--- src/rtl/mem_arbiter_pkg.sv ---
// Shared definitions for the fetch/data memory arbiter: bus width, FSM encoding
// and the starve-counter width helper.
package mem_arbiter_pkg;

    localparam int DATA_W = 16;

    typedef enum logic [2:0] {
        IDLE    = 3'd0,
        ISSUE_I = 3'd1,
        ISSUE_D = 3'd2,
        WAIT_I  = 3'd3,
        WAIT_D  = 3'd4
    } arbStateT;

    // Bits needed to count 0..limit; never narrower than one bit.
    function automatic int cntWidth(input int limit);
        return (limit < 1) ? 1 : $clog2(limit + 1);
    endfunction

endpackage

--- src/rtl/mem_arbiter_arb_pick.sv ---
// Combinational winner selection between the fetch and data requesters.
// Data wins by default; a starved fetch takes over unless it is being flushed.
module arb_pick
    import mem_arbiter_pkg::*;
#(
    parameter int STARVE_LIMIT = 3,
    parameter int CNT_W        = cntWidth(STARVE_LIMIT)
) (
    input  logic             iReq,
    input  logic             iFlush,
    input  logic             dReq,
    input  logic [CNT_W-1:0] starveCnt,
    output logic             grantI,
    output logic             grantD
);

    logic fetchEligible;
    logic starving;

    // A flushed fetch cannot be granted, so it must not hold data off either.
    assign fetchEligible = iReq & ~iFlush;
    assign starving      = fetchEligible & (starveCnt == CNT_W'(STARVE_LIMIT));

    assign grantD = dReq & ~starving;
    assign grantI = fetchEligible & ~grantD;

endmodule

--- src/rtl/mem_arbiter.sv ---
// Two-requester arbiter (instruction fetch, data access) in front of a single
// stalling memory. One transaction in flight at a time.
module mem_arbiter
    import mem_arbiter_pkg::*;
#(
    parameter int STARVE_LIMIT = 3
) (
    input  logic              clk,
    input  logic              rst,
    input  logic              iReq,
    input  logic [DATA_W-1:0] iAddr,
    input  logic              iFlush,
    input  logic              dRd,
    input  logic              dWr,
    input  logic [DATA_W-1:0] dAddr,
    input  logic [DATA_W-1:0] dDataIn,
    output logic              iDone,
    output logic              dDone,
    output logic [DATA_W-1:0] iData,
    output logic [DATA_W-1:0] dData,
    output logic              iStall,
    output logic              dStall,
    output logic [DATA_W-1:0] memAddr,
    output logic [DATA_W-1:0] memDataIn,
    output logic              memRd,
    output logic              memWr,
    input  logic [DATA_W-1:0] memDataOut,
    input  logic              memDone,
    input  logic              memStall,
    input  logic              memErr,
    output logic              err,
    output logic [2:0]        dbgState,
    output logic              dbgStall
);

    // Handshake: a requester raises its request (iReq, or dRd/dWr) with address
    // and data stable and holds it until its done pulses for exactly one cycle;
    // the request is free to drop or change in the cycle after done.

    localparam int CNT_W = cntWidth(STARVE_LIMIT);

    arbStateT          state;
    arbStateT          stateNext;
    logic [CNT_W-1:0]  starveCnt;
    logic              dropFlag;
    logic [DATA_W-1:0] latAddr;
    logic [DATA_W-1:0] latData;
    logic              latRd;
    logic              latWr;
    logic              errReg;

    logic dReq;
    logic grantI;
    logic grantD;
    logic idle;
    logic issuing;
    logic fetchPhase;
    logic dataPhase;
    logic waiting;

    assign dReq       = dRd | dWr;
    assign idle       = (state == IDLE);
    assign fetchPhase = (state == ISSUE_I) | (state == WAIT_I);
    assign dataPhase  = (state == ISSUE_D) | (state == WAIT_D);
    assign waiting    = (state == WAIT_I) | (state == WAIT_D);

    arb_pick #(
        .STARVE_LIMIT(STARVE_LIMIT),
        .CNT_W       (CNT_W)
    ) uPick (
        .iReq     (iReq),
        .iFlush   (iFlush),
        .dReq     (dReq),
        .starveCnt(starveCnt),
        .grantI   (grantI),
        .grantD   (grantD)
    );

    always_comb begin
        stateNext = state;
        case (state)
            IDLE: begin
                if (grantD) begin
                    stateNext = ISSUE_D;
                end else if (grantI) begin
                    stateNext = ISSUE_I;
                end
            end
            ISSUE_I: stateNext = memDone ? IDLE : WAIT_I;
            ISSUE_D: stateNext = memDone ? IDLE : WAIT_D;
            WAIT_I:  stateNext = memDone ? IDLE : WAIT_I;
            WAIT_D:  stateNext = memDone ? IDLE : WAIT_D;
            default: stateNext = IDLE;
        endcase
    end

    always_ff @(posedge clk) begin
        if (rst) begin
            state     <= IDLE;
            starveCnt <= '0;
            dropFlag  <= 1'b0;
            latAddr   <= '0;
            latData   <= '0;
            latRd     <= 1'b0;
            latWr     <= 1'b0;
            errReg    <= 1'b0;
        end else begin
            state <= stateNext;

            if (memErr && !idle) begin
                errReg <= 1'b1;
            end

            if (stateNext == IDLE) begin
                dropFlag <= 1'b0;
            end else if (fetchPhase && iFlush) begin
                dropFlag <= 1'b1;
            end

            // The counter only tracks data grants taken while a fetch waits.
            if (idle && grantD) begin
                latAddr <= dAddr;
                latData <= dDataIn;
                latRd   <= dRd;
                latWr   <= dWr;
                if (iReq && (starveCnt != CNT_W'(STARVE_LIMIT))) begin
                    starveCnt <= starveCnt + CNT_W'(1);
                end
            end else if (idle && grantI) begin
                latAddr   <= iAddr;
                latData   <= '0;
                latRd     <= 1'b1;
                latWr     <= 1'b0;
                starveCnt <= '0;
            end
        end
    end

    // Outputs are forced quiet during reset so an abandoned transaction can
    // never produce a strobe or done pulse.
    assign issuing   = ~rst & ((state == ISSUE_I) | (state == ISSUE_D));
    assign memRd     = issuing & latRd;
    assign memWr     = issuing & latWr;
    assign memAddr   = (!rst && !idle) ? latAddr : '0;
    assign memDataIn = (!rst && !idle) ? latData : '0;

    assign dDone = ~rst & dataPhase & memDone;
    assign iDone = ~rst & fetchPhase & memDone & ~dropFlag;
    assign dData = dDone ? memDataOut : '0;
    assign iData = iDone ? memDataOut : '0;

    assign iStall = iReq & ~iDone;
    assign dStall = dReq & ~dDone;

    assign err      = errReg & ~rst;
    assign dbgState = rst ? 3'b000 : state;
    assign dbgStall = ~rst & waiting & memStall;

endmodule

--- config.mk ---
export PLATFORM = sky130hd
export DESIGN_NAME = mem_arbiter
export DESIGN_NICKNAME = d
export VERILOG_FILES = /design/src/rtl/mem_arbiter_pkg.sv /design/src/rtl/mem_arbiter_arb_pick.sv /design/src/rtl/mem_arbiter.sv
export SDC_FILE = /design/constraint.sdc
export NUM_CORES = 1
export LEC_CHECK = 0
export CELL_PAD_IN_SITES_DETAIL_PLACEMENT = 0
export CELL_PAD_IN_SITES_GLOBAL_PLACEMENT = 1
export CORE_UTILIZATION = 25
export CTS_CLUSTER_SIZE = 40
export DETAILED_ROUTE_END_ITERATION = 8
export PLACE_DENSITY_LB_ADDON = 0.05
export SYNTH_ARGS = -nofsm -noshare
export SYNTH_HDL_FRONTEND = slang
export SYNTH_HIERARCHICAL = 1
export SYNTH_SLANG_ARGS = --single-unit
export TNS_END_PERCENT = 30
--- constraint.sdc ---
create_clock -name clk -period 2.5 [get_ports clk]
set_clock_uncertainty 0.05 [all_clocks]
set_input_delay 0.625 -clock clk [delete_from_list [all_inputs] [get_ports clk]]
set_output_delay 0.625 -clock clk [all_outputs]
set_load 0.01 [all_outputs]
* Yosys cells after proc, flatten, opt, wreduce, memory -nomap -nowiden
Index checks and enable logic that the tools add are counted.
** Operators by class
- Add/sub/neg operators :: 1
- Equality and inequality tests :: 7
- Multiplexer cells :: 21
- Bitwise gates (word level) :: 29
- Reductions and logical operators :: 15
** Operators with widths (count)
- $mux W16 :: 8
- $and A1 B1 Y1 :: 17
- $mux W3 :: 4
- $pmux W3 S3 :: 1
- $mux W2 :: 4
- $not A1 Y1 :: 7
- $eq A3 B2 Y1 const B :: 2
- $logic_and A1 B1 Y1 :: 6
- $logic_not A3 Y1 :: 2
- $reduce_or A2 Y1 :: 3
- $or A1 B1 Y1 :: 5
- $mux W1 :: 4
- $eq A3 B1 Y1 const B :: 1
- $eq A3 B3 Y1 const B :: 1
- $add A2 B1 Y2 const B :: 1
- $eq A2 B2 Y1 const B :: 1
- $logic_not A1 Y1 :: 2
- $ne A2 B1 Y1 const B :: 1
- $ne A2 B2 Y1 const B :: 1
- $reduce_and A2 Y1 :: 1
- $reduce_bool A2 Y1 :: 1
** Storage, ports and cells
- Bits in registers :: 41
- Bits of input ports :: 73
- Output and inout bits :: 75
- Word-level logic and storage cells :: 81

* Logic depth before layout (Yosys ltp)
Gate-level depths: netlist of the first run.
- Word-level depth :: 12
- Gate-level depth with buffers :: 8
- Gate-level depth less buffers :: 5

* By module
The synthesis of the first run kept the hierarchy.
** By module, submodules not included
- mem_arbiter :: instances 1, cells each 286, area each 2351.0 um^2, sequential area each 820.8 um^2
- arb_pick :: instances 1, cells each 4, area each 30.0 um^2, sequential area each 0.0 um^2

* Worst setup path before layout of the first run
Ideal clock, no wire load.
- Path kind :: input to output
- Start :: input memDone
- End :: output dData[10]
- Data arrival time :: 1411 ps
- Data required time :: 1825 ps
- Slack :: 414 ps
- Cell stages on the path :: 4
- Buffers on the path :: 1
- Cell sequence :: inv_1 nor4_4 buf_6 and2_1
** Between the ends
- Cells in the longest elaborated chain, start to end :: 2
** RTL lines
- start: declaration :: RTL line mem_arbiter.sv:28 : input logic memDone,
- $and A1 B1 Y1 :: RTL line mem_arbiter.sv:147 : assign dDone = ~rst & dataPhase & memDone;
- named net dDone :: RTL line mem_arbiter.sv:18 : output logic dDone,
- $mux W16 :: RTL line mem_arbiter.sv:149 : assign dData = dDone ? memDataOut : '0;
- end: declaration :: RTL line mem_arbiter.sv:20 : output logic [DATA_W-1:0] dData,
The timed path passes the listed nets, and every way through them passes these cells.

* Worst setup path in the final report of the first run
- Start :: register state[2]
- End :: output iData[6]
** Between the ends
- Cells in the longest elaborated chain, start to end :: 6
- Elaborated cells on any way between the ends :: 7
- Classes of those cells :: eq/ne (2); mux (1); bitwise (4)
** RTL lines
- start: declaration :: RTL line mem_arbiter.sv:42 : arbStateT state;
- start signal: assignment :: RTL line mem_arbiter.sv:108 : state <= stateNext;
- $eq A3 B1 Y1 or $eq A3 B2 Y1 (tied branches) :: RTL line mem_arbiter.sv:63 : assign fetchPhase = (state == ISSUE_I) | (state == WAIT_I);
- $or A1 B1 Y1 * :: RTL line mem_arbiter.sv:63
- $and A1 B1 Y1 * (3 in a row) :: RTL line mem_arbiter.sv:148 : assign iDone = ~rst & fetchPhase & memDone & ~dropFlag;
- $mux W16 * :: RTL line mem_arbiter.sv:150 : assign iData = iDone ? memDataOut : '0;
- end: declaration :: RTL line mem_arbiter.sv:19 : output logic [DATA_W-1:0] iData,
Every way passes the cells marked *; elsewhere a longest branch is shown, timed or not.

==> metrics.md, run 1 <==
| Metric | Value |
|---|---|
| Status | `finished, violations left` |
| Failing checks | `negative setup slack` |
| Setup CP Type | `reg -> out` |
| Total Routed Length | `8360 um` |
| Syn Nets | `364` |
| Area contributors post-synth | `dfxtp_1 (34%), and2_1 (16%), a21oi_1 (7.6%), a211oi_1 (4.1%), o21ai_1 (3.8%)` |
| Pin count of the biggest net entering global routing | `32` |
| Total Power | `1680 uW` |
| Placed instance area | `0.00410 mm2` |
| Initial Util | `25.8%` |
| CTS tree | `built` |
| Initial DRC Count | `55` |
| CP Max Fanout | `6` |
| Initial antenna violation count | `0` |
| First-pass GRT wire length | `13,200 um` |
| Combinational share of power | `30.3%` |
| CP Capture Type | `output port` |
| Final setup violation count | `3` |
| Number of diodes | `0` |
| Final Cycle Share | `101%` |
| Commonest register cell after synthesis | `dfxtp_1` |
| Post-Layout Inst Area | `0.00430 mm2` |
| Area growth from synthesis to layout | `80.7%` |
| Pleak | `0.00193 uW` |
| Syn Area/Cell | `8.21 um2` |
| RSZ-0062 raised after global routing | `true` |
| Cell taking the most area after synthesis | `dfxtp_1` |
| Crit path time final | `2.51 ns` |
| Most frequent cells after synthesis | `and2_1 (59), dfxtp_1 (41), a21oi_1 (36), nand2_1 (19), o21ai_1 (18)` |
| DIE HEIGHT | `99.6 um` |
| Sequential power share | `44.0%` |
| Netlist cell types | `47` |
| Post-route ant nets | `0` |
| Ys Warns | `6` |
| Worst EP required | `1.82 ns` |
| CP Launch Type | `flop` |
| Multi-input logic area | `0.00142 mm2` |
| Final hold vios | `0` |
| Clk sinks | `41` |
| Clk pwr share | `25.7%` |
| Seq/Total Area, Yosys | `34.5%` |
| GPL Wtd Cong | `0.758` |
| Internal | `1180 uW` |
| Register bit count reported by yosys | `41` |
| Count leader, synth | `and2_1` |
| Smallest hold slack | `0.423 ns` |
| DR vias | `2,666` |
| Sw power | `499 uW` |
| Max clock buf depth | `2` |
| Post-layout util | `46.6%` |
| Worst-path clk slew | `0.08 ns` |
| Vias per std cell | `4.49` |
| Share of cells above drive strength 1 | `22.6%` |
| Critical R2R Launch | `starveCnt[0]$_SDFFE_PP0P_` |
| Drt wl/cell | `14.1 um` |
| DRC viols | `0` |
| Hold Startpoint | `latData[11]$_SDFFE_PP0P_` |
| Skew-Pair Late Insertion Delay | `0.29 ns` |
| Hold-fix buffers, CTS | `0` |
| Fin worst setup slack | `-0.0126 ns` |
| CTS buffer count | `5` |
| Drt pass-1 iters | `4` |
| Max Clk Rate | `0.398 GHz` |
| Core area | `0.00924 mm2` |
| Die Footprint | `0.00992 mm2` |
| Ports | `148` |
| EDFF count, synth | `0` |
| Post-synth design cell area | `0.00238 mm2` |
| Rel. slew slack | `60.2%` |
| Placement Rows | `35` |
| Fillers | `959` |
| Pins over their slew limit | `0` |
| Setup WS pre-CTS | `-0.543 ns` |
| Post-DP HPWL | `5690 um` |
| Worst setup startpoint | `state[2]$_SDFF_PP0_` |
| HP Class | `reg -> reg` |
| Top-area cell type share of the netlist area | `34.5%` |
| Die Width | `99.6 um` |
| Crit path DAT | `1.84 ns` |
| GRT Util Overall | `16.7%` |
| Worst-Margin Slew | `0.596 ns` |
| Vias in the first global route | `2,627` |
| H-tree Lvls | `2` |
| Maximum vdd drop | `198 uV` |
| Nets | `539` |
| Synth Instances | `290` |
| Post-synth ARST share | `0%` |
| GRT overflow | `0` |
| Net Sw Frac | `29.6%` |
| Max-Cap Viols | `0` |
| IO buf count | `147` |
| FF+latch area | `832 um2` |
| Root Buffer | `clkbuf_8` |
| Cell area power density | `391 mW/mm2` |
path summary, 6_finish.rpt:
kind | end | slack, ns | cells after the start
hold reg to reg | latData[11]$_SDFFE_PP0P_ | 0.42 | 2
hold / removal | latData[11]$_SDFFE_PP0P_ | 0.42 | 2
setup reg to reg | dropFlag$_SDFFE_PP0P_ | 0.71 | 7
setup / recovery | iData[6] | -0.01 | 9
cells in the final DEF, fill, tap and decap left out, drive strengths merged, types with 2 or more instances in the layout:
cell type and n:
a211oi 13, a21oi 36, a31oi 4, a32oi 4, and2 66, buf 68, clkbuf 10, clkdlybuf4s15 16
clkdlybuf4s50 73, dfxtp 41, dlygate4sd2 32, dlymetal6s2s 2, inv 3, nand2 20, nand2b 2, nand3 2
nand3b 2, nor2 5, nor2b 6, nor3 5, nor4 3, o21ai 23, o22ai 12, or2 2
xnor2 2
routing by layer:
layer,GRT usage [%],up-vias,wire length (um)
met5,0,-,0
met4,3.39,0,56
met3,3.65,5,510
met2,29.6,94,3940
met1,20.7,1204,3860
li1,-,1363,-
metrics by stage:
step                      TNS, ns  cells
after floorplan                 0    290
after global placement     -23.65    567
after detailed placement   -24.60    567
after CTS                  -0.429    592
after global routing       -0.594    594
final                     -0.0321    594
repair_timing:
| item | in CTS | in global routing |
|---|---|---|
| pin swaps | 3 | 4 |
| setup endpoints to repair | 72 | 22 |
| cloned | 5 | 0 |
| endpoints found under the hold margin | 0 | 0 |
| setup buffers | 13 | 2 |
| resized for setup | 146 | 43 |
logic make-up after synthesis:
kind of cell | share of synthesized area (%)
simple gates | 33.2
compound gates | 23.5
flops | 34.5
buf+inv | 7.25
xor+xnor | 1.05
fa+ha+maj | 0.525
worst max-delay path, stage by stage, from the launching register on:
cell and delay [ns]:
dfxtp_4 0.35, buf_6 0.12, buf_6 0.11, nor4_4 0.27
buf_4 0.18, buf_6 0.10, buf_6 0.09, buf_6 0.09
and2_4 0.13, buf_6 0.09
power by group through the flow:
stage                     registers, uW  clock network, uW  logic (uW)
after floorplan                     748                  0         254
after global placement              757                  0         500
after detailed placement            760                  0         503
after CTS                           743                452         506
after global routing                749                480         557
final                               741                433         510
cell type report:
type,count,area share [%]
Timing Repair Buffer,195,41.8
Multi-Input combinational cell,219,33.0
Sequential cell,41,19.3
Tap cell,129,3.75
Clock buffer,6,1.69
Inverter,3,0.262
Clock inverter,1,0.204
state kept, by name (all words and copies together) (netlist names):
name / count
latAddr: 16
latData: 16
state: 3
starveCnt: 2
dropFlag: 1
errReg: 1
latRd: 1
latWr: 1
Power figures use the tool's default switching activity.
==> inputs of run 2 (changes only) <==
--- a/config.mk
+++ b/config.mk
@@ -9,5 +9,6 @@
 export CELL_PAD_IN_SITES_GLOBAL_PLACEMENT = 1
-export CORE_UTILIZATION = 25
+export CORE_UTILIZATION = 26
 export CTS_CLUSTER_SIZE = 40
 export DETAILED_ROUTE_END_ITERATION = 8
+export DONT_BUFFER_PORTS = 1
 export PLACE_DENSITY_LB_ADDON = 0.05
==> constraint.sdc (replaced) <==
create_clock -name clk -period 2.5 [get_ports clk]
set_clock_uncertainty 0.05 [all_clocks]
set_input_delay 0.5 -clock clk [delete_from_list [all_inputs] [get_ports clk]]
set_output_delay 0.5 -clock clk [all_outputs]
set_load 0.01 [all_outputs]
==> metrics.md, run 2 (same netlist as run 1, synthesis figures left out) <==
| Metric | Value |
|---|---|
| Worst-path clk slew | `0.09 ns (about the same)` |
| Skew-Pair Late Insertion Delay | `0.29 ns (about the same)` |
| Top flop regs | `latAddr (16), latData (16), state (3)` |
| RSZ-0062 raised after global routing | `false` |
| Vias in the first global route | `1,863 (-29%)` |
| CP Max Fanout | `18 (+12)` |
| Status | `finished, violations left` |
| Cell area power density | `617 mW/mm2 (+58%)` |
| HP Class | `in -> reg` |
| CP Capture Type | `output port` |
| GRT Util Overall | `14.1% (-2.7 points)` |
| Total Routed Length | `6920 um (-17%)` |
| Smallest hold slack | `0.227 ns (-0.196 ns)` |
| Most common cell after layout, fill and taps aside | `and2_1` |
| Post-CTS setup buffers | `0 (-13)` |
| Final setup violation count | `0 (-3)` |
| Share of cells above drive strength 1 | `13.2% (-9.4 points)` |
| H-tree Lvls | `2 (unchanged)` |
| Ports | `148 (unchanged)` |
| Crit path DAT | `1.76 ns (-0.08 ns)` |
| Die Width | `97.7 um (-1.9%)` |
| Root Buffer | `clkbuf_8` |
| Worst-Margin Slew | `0.591 ns (-0.00466 ns)` |
| Rel. slew slack | `60.5% (+0.35 points)` |
| Max-Cap Viols | `0 (unchanged)` |
| Placement Rows | `34 (-2.9%)` |
| Pin count of the biggest net entering global routing | `50 (+56%)` |
| Nets | `353 (-35%)` |
| Max clock buf depth | `2 (unchanged)` |
| Drt pass-1 iters | `6 (+2)` |
| Number of diodes | `0 (unchanged)` |
| Final hold vios | `0 (unchanged)` |
| GRT overflow | `0 (unchanged)` |
| DRC viols | `24 (+24)` |
| Max Clk Rate | `0.433 GHz (+8.9%)` |
| Total Power | `1570 uW (-6.6%)` |
| Core area | `0.00881 mm2 (-4.7%)` |
| Die Footprint | `0.00954 mm2 (-3.8%)` |
| M2 GR Usage | `22.3% (-7.4 points)` |
| Initial antenna violation count | `0 (unchanged)` |
| DR vias | `1,995 (-25%)` |
| Pleak | `0.000926 uW (-52%)` |
| DIE HEIGHT | `97.7 um (-1.9%)` |
| Final Cycle Share | `92.3% (-8.2 points)` |
| Post-DP HPWL | `4670 um (-18%)` |
| Clk sinks | `41 (unchanged)` |
| Most frequent cells in the layout | `and2_1 (59), dfxtp_1 (41), a21oi_1 (36), nand2_1 (19), o21ai_1 (18)` |
| Post-route ant nets | `0 (unchanged)` |
| Vias per std cell | `5.14 (+15%)` |
| Failing checks | `design-rule violations` |
| Hold-fix buffers, CTS | `0 (unchanged)` |
| Fillers | `951 (-0.83%)` |
| Post-CTS Resized | `0 (-100%)` |
| Crit path time final | `2.31 ns (-0.205 ns)` |
| CTS tree | `built` |
| IO buf count | `0 (-100%)` |
| Global Route met1 Usage | `18.6% (-2.1 points)` |
| First-pass GRT wire length | `10,400 um (-21%)` |
| Layer with the highest usage | `met2` |
| GPL Wtd Cong | `0.721 (-4.9%)` |
| Pins over their slew limit | `0 (unchanged)` |
| Maximum vdd drop | `227 uV (+15%)` |
| Setup CP Type | `reg -> out` |
| Initial Util | `27.0% (+1.3 points)` |
| Setup_tns | `0 ns (+0.0321 ns)` |
| CTS buffer count | `5 (unchanged)` |
| Area growth from synthesis to layout | `7.04%` |
| Initial DRC Count | `65 (+18%)` |
| Drt wl/cell | `17.8 um (+27%)` |
| Worst EP required | `1.95 ns (+0.13 ns)` |
| CP Launch Type | `flop` |
| Met3 usage | `4.10% (+0.45 points)` |
## run 2: cell count changes in the layout (fill, tap and decap cells not counted), moves of 3 or more
cell             before  now
clkdlybuf4s50_1      73    0
dlygate4sd2_1        32    0
buf_4                31    8
buf_6                19    0
clkdlybuf4s15_1      16    0
buf_2                15    0
clkbuf_2              4    0
and2_4                3    0
dfxtp_1              38   41
dfxtp_4               3    0
## run 2: where the power goes
part	switching [uW]	leakage, uW	internal [uW]
registers	38.3	0.000339	714
clock network	242	0.0000554	300
logic	168	0.000532	111
total	448	0.000926	1120
## run 2: worst paths after layout
| check | start | endpoint | slack [ns] | cells after the start |
|---|---|---|---|---|
| hold / removal | rst | starveCnt[0]$_SDFFE_PP0P_ | 0.23 | 1 |
| hold reg to reg | latAddr[15]$_SDFFE_PP0P_ | latAddr[15]$_SDFFE_PP0P_ | 0.42 | 2 |
| setup / recovery | state[2]$_SDFF_PP0_ | dData[8] | 0.19 | 4 |
| setup reg to reg | starveCnt[0]$_SDFFE_PP0P_ | latAddr[11]$_SDFFE_PP0P_ | 0.64 | 5 |
## run 2: worst max-delay path: stages, from the launching register on
cell	delay [ns]
dfxtp_1	0.70
xnor2_2	0.18
nor4_4	0.15
buf_4	0.24
and2_1	0.20
## run 2: area by class of cell
type                       instances  area, um2  area share (%)
clock inverter                     2       38.8            1.52
clock buffer                       6       72.6            2.85
sequential                        41        821            32.2
inverter                           3       11.3           0.442
tap                              108        135            5.30
timing repair buffer               9       80.1            3.14
multi-input combinational        219       1390            54.5
## run 2: through the flow
step	area, um2	setup WS (ns)	util (%)	cells
after floorplan	2380	0.580	-	290
after global routing	2550	0.0420	28.9	388
final	2550	0.192	28.9	388
after detailed placement	2440	0.372	27.7	380
after CTS	2550	0.160	28.9	388
after global placement	2440	0.407	27.7	380
## run 2: per-layer routing
layer  share of wire (%)  up-vias
met4                0.74        0
met2                  46       88
met5                   0        -
met3                 7.1        5
met1                  46      911
li1                    -      991
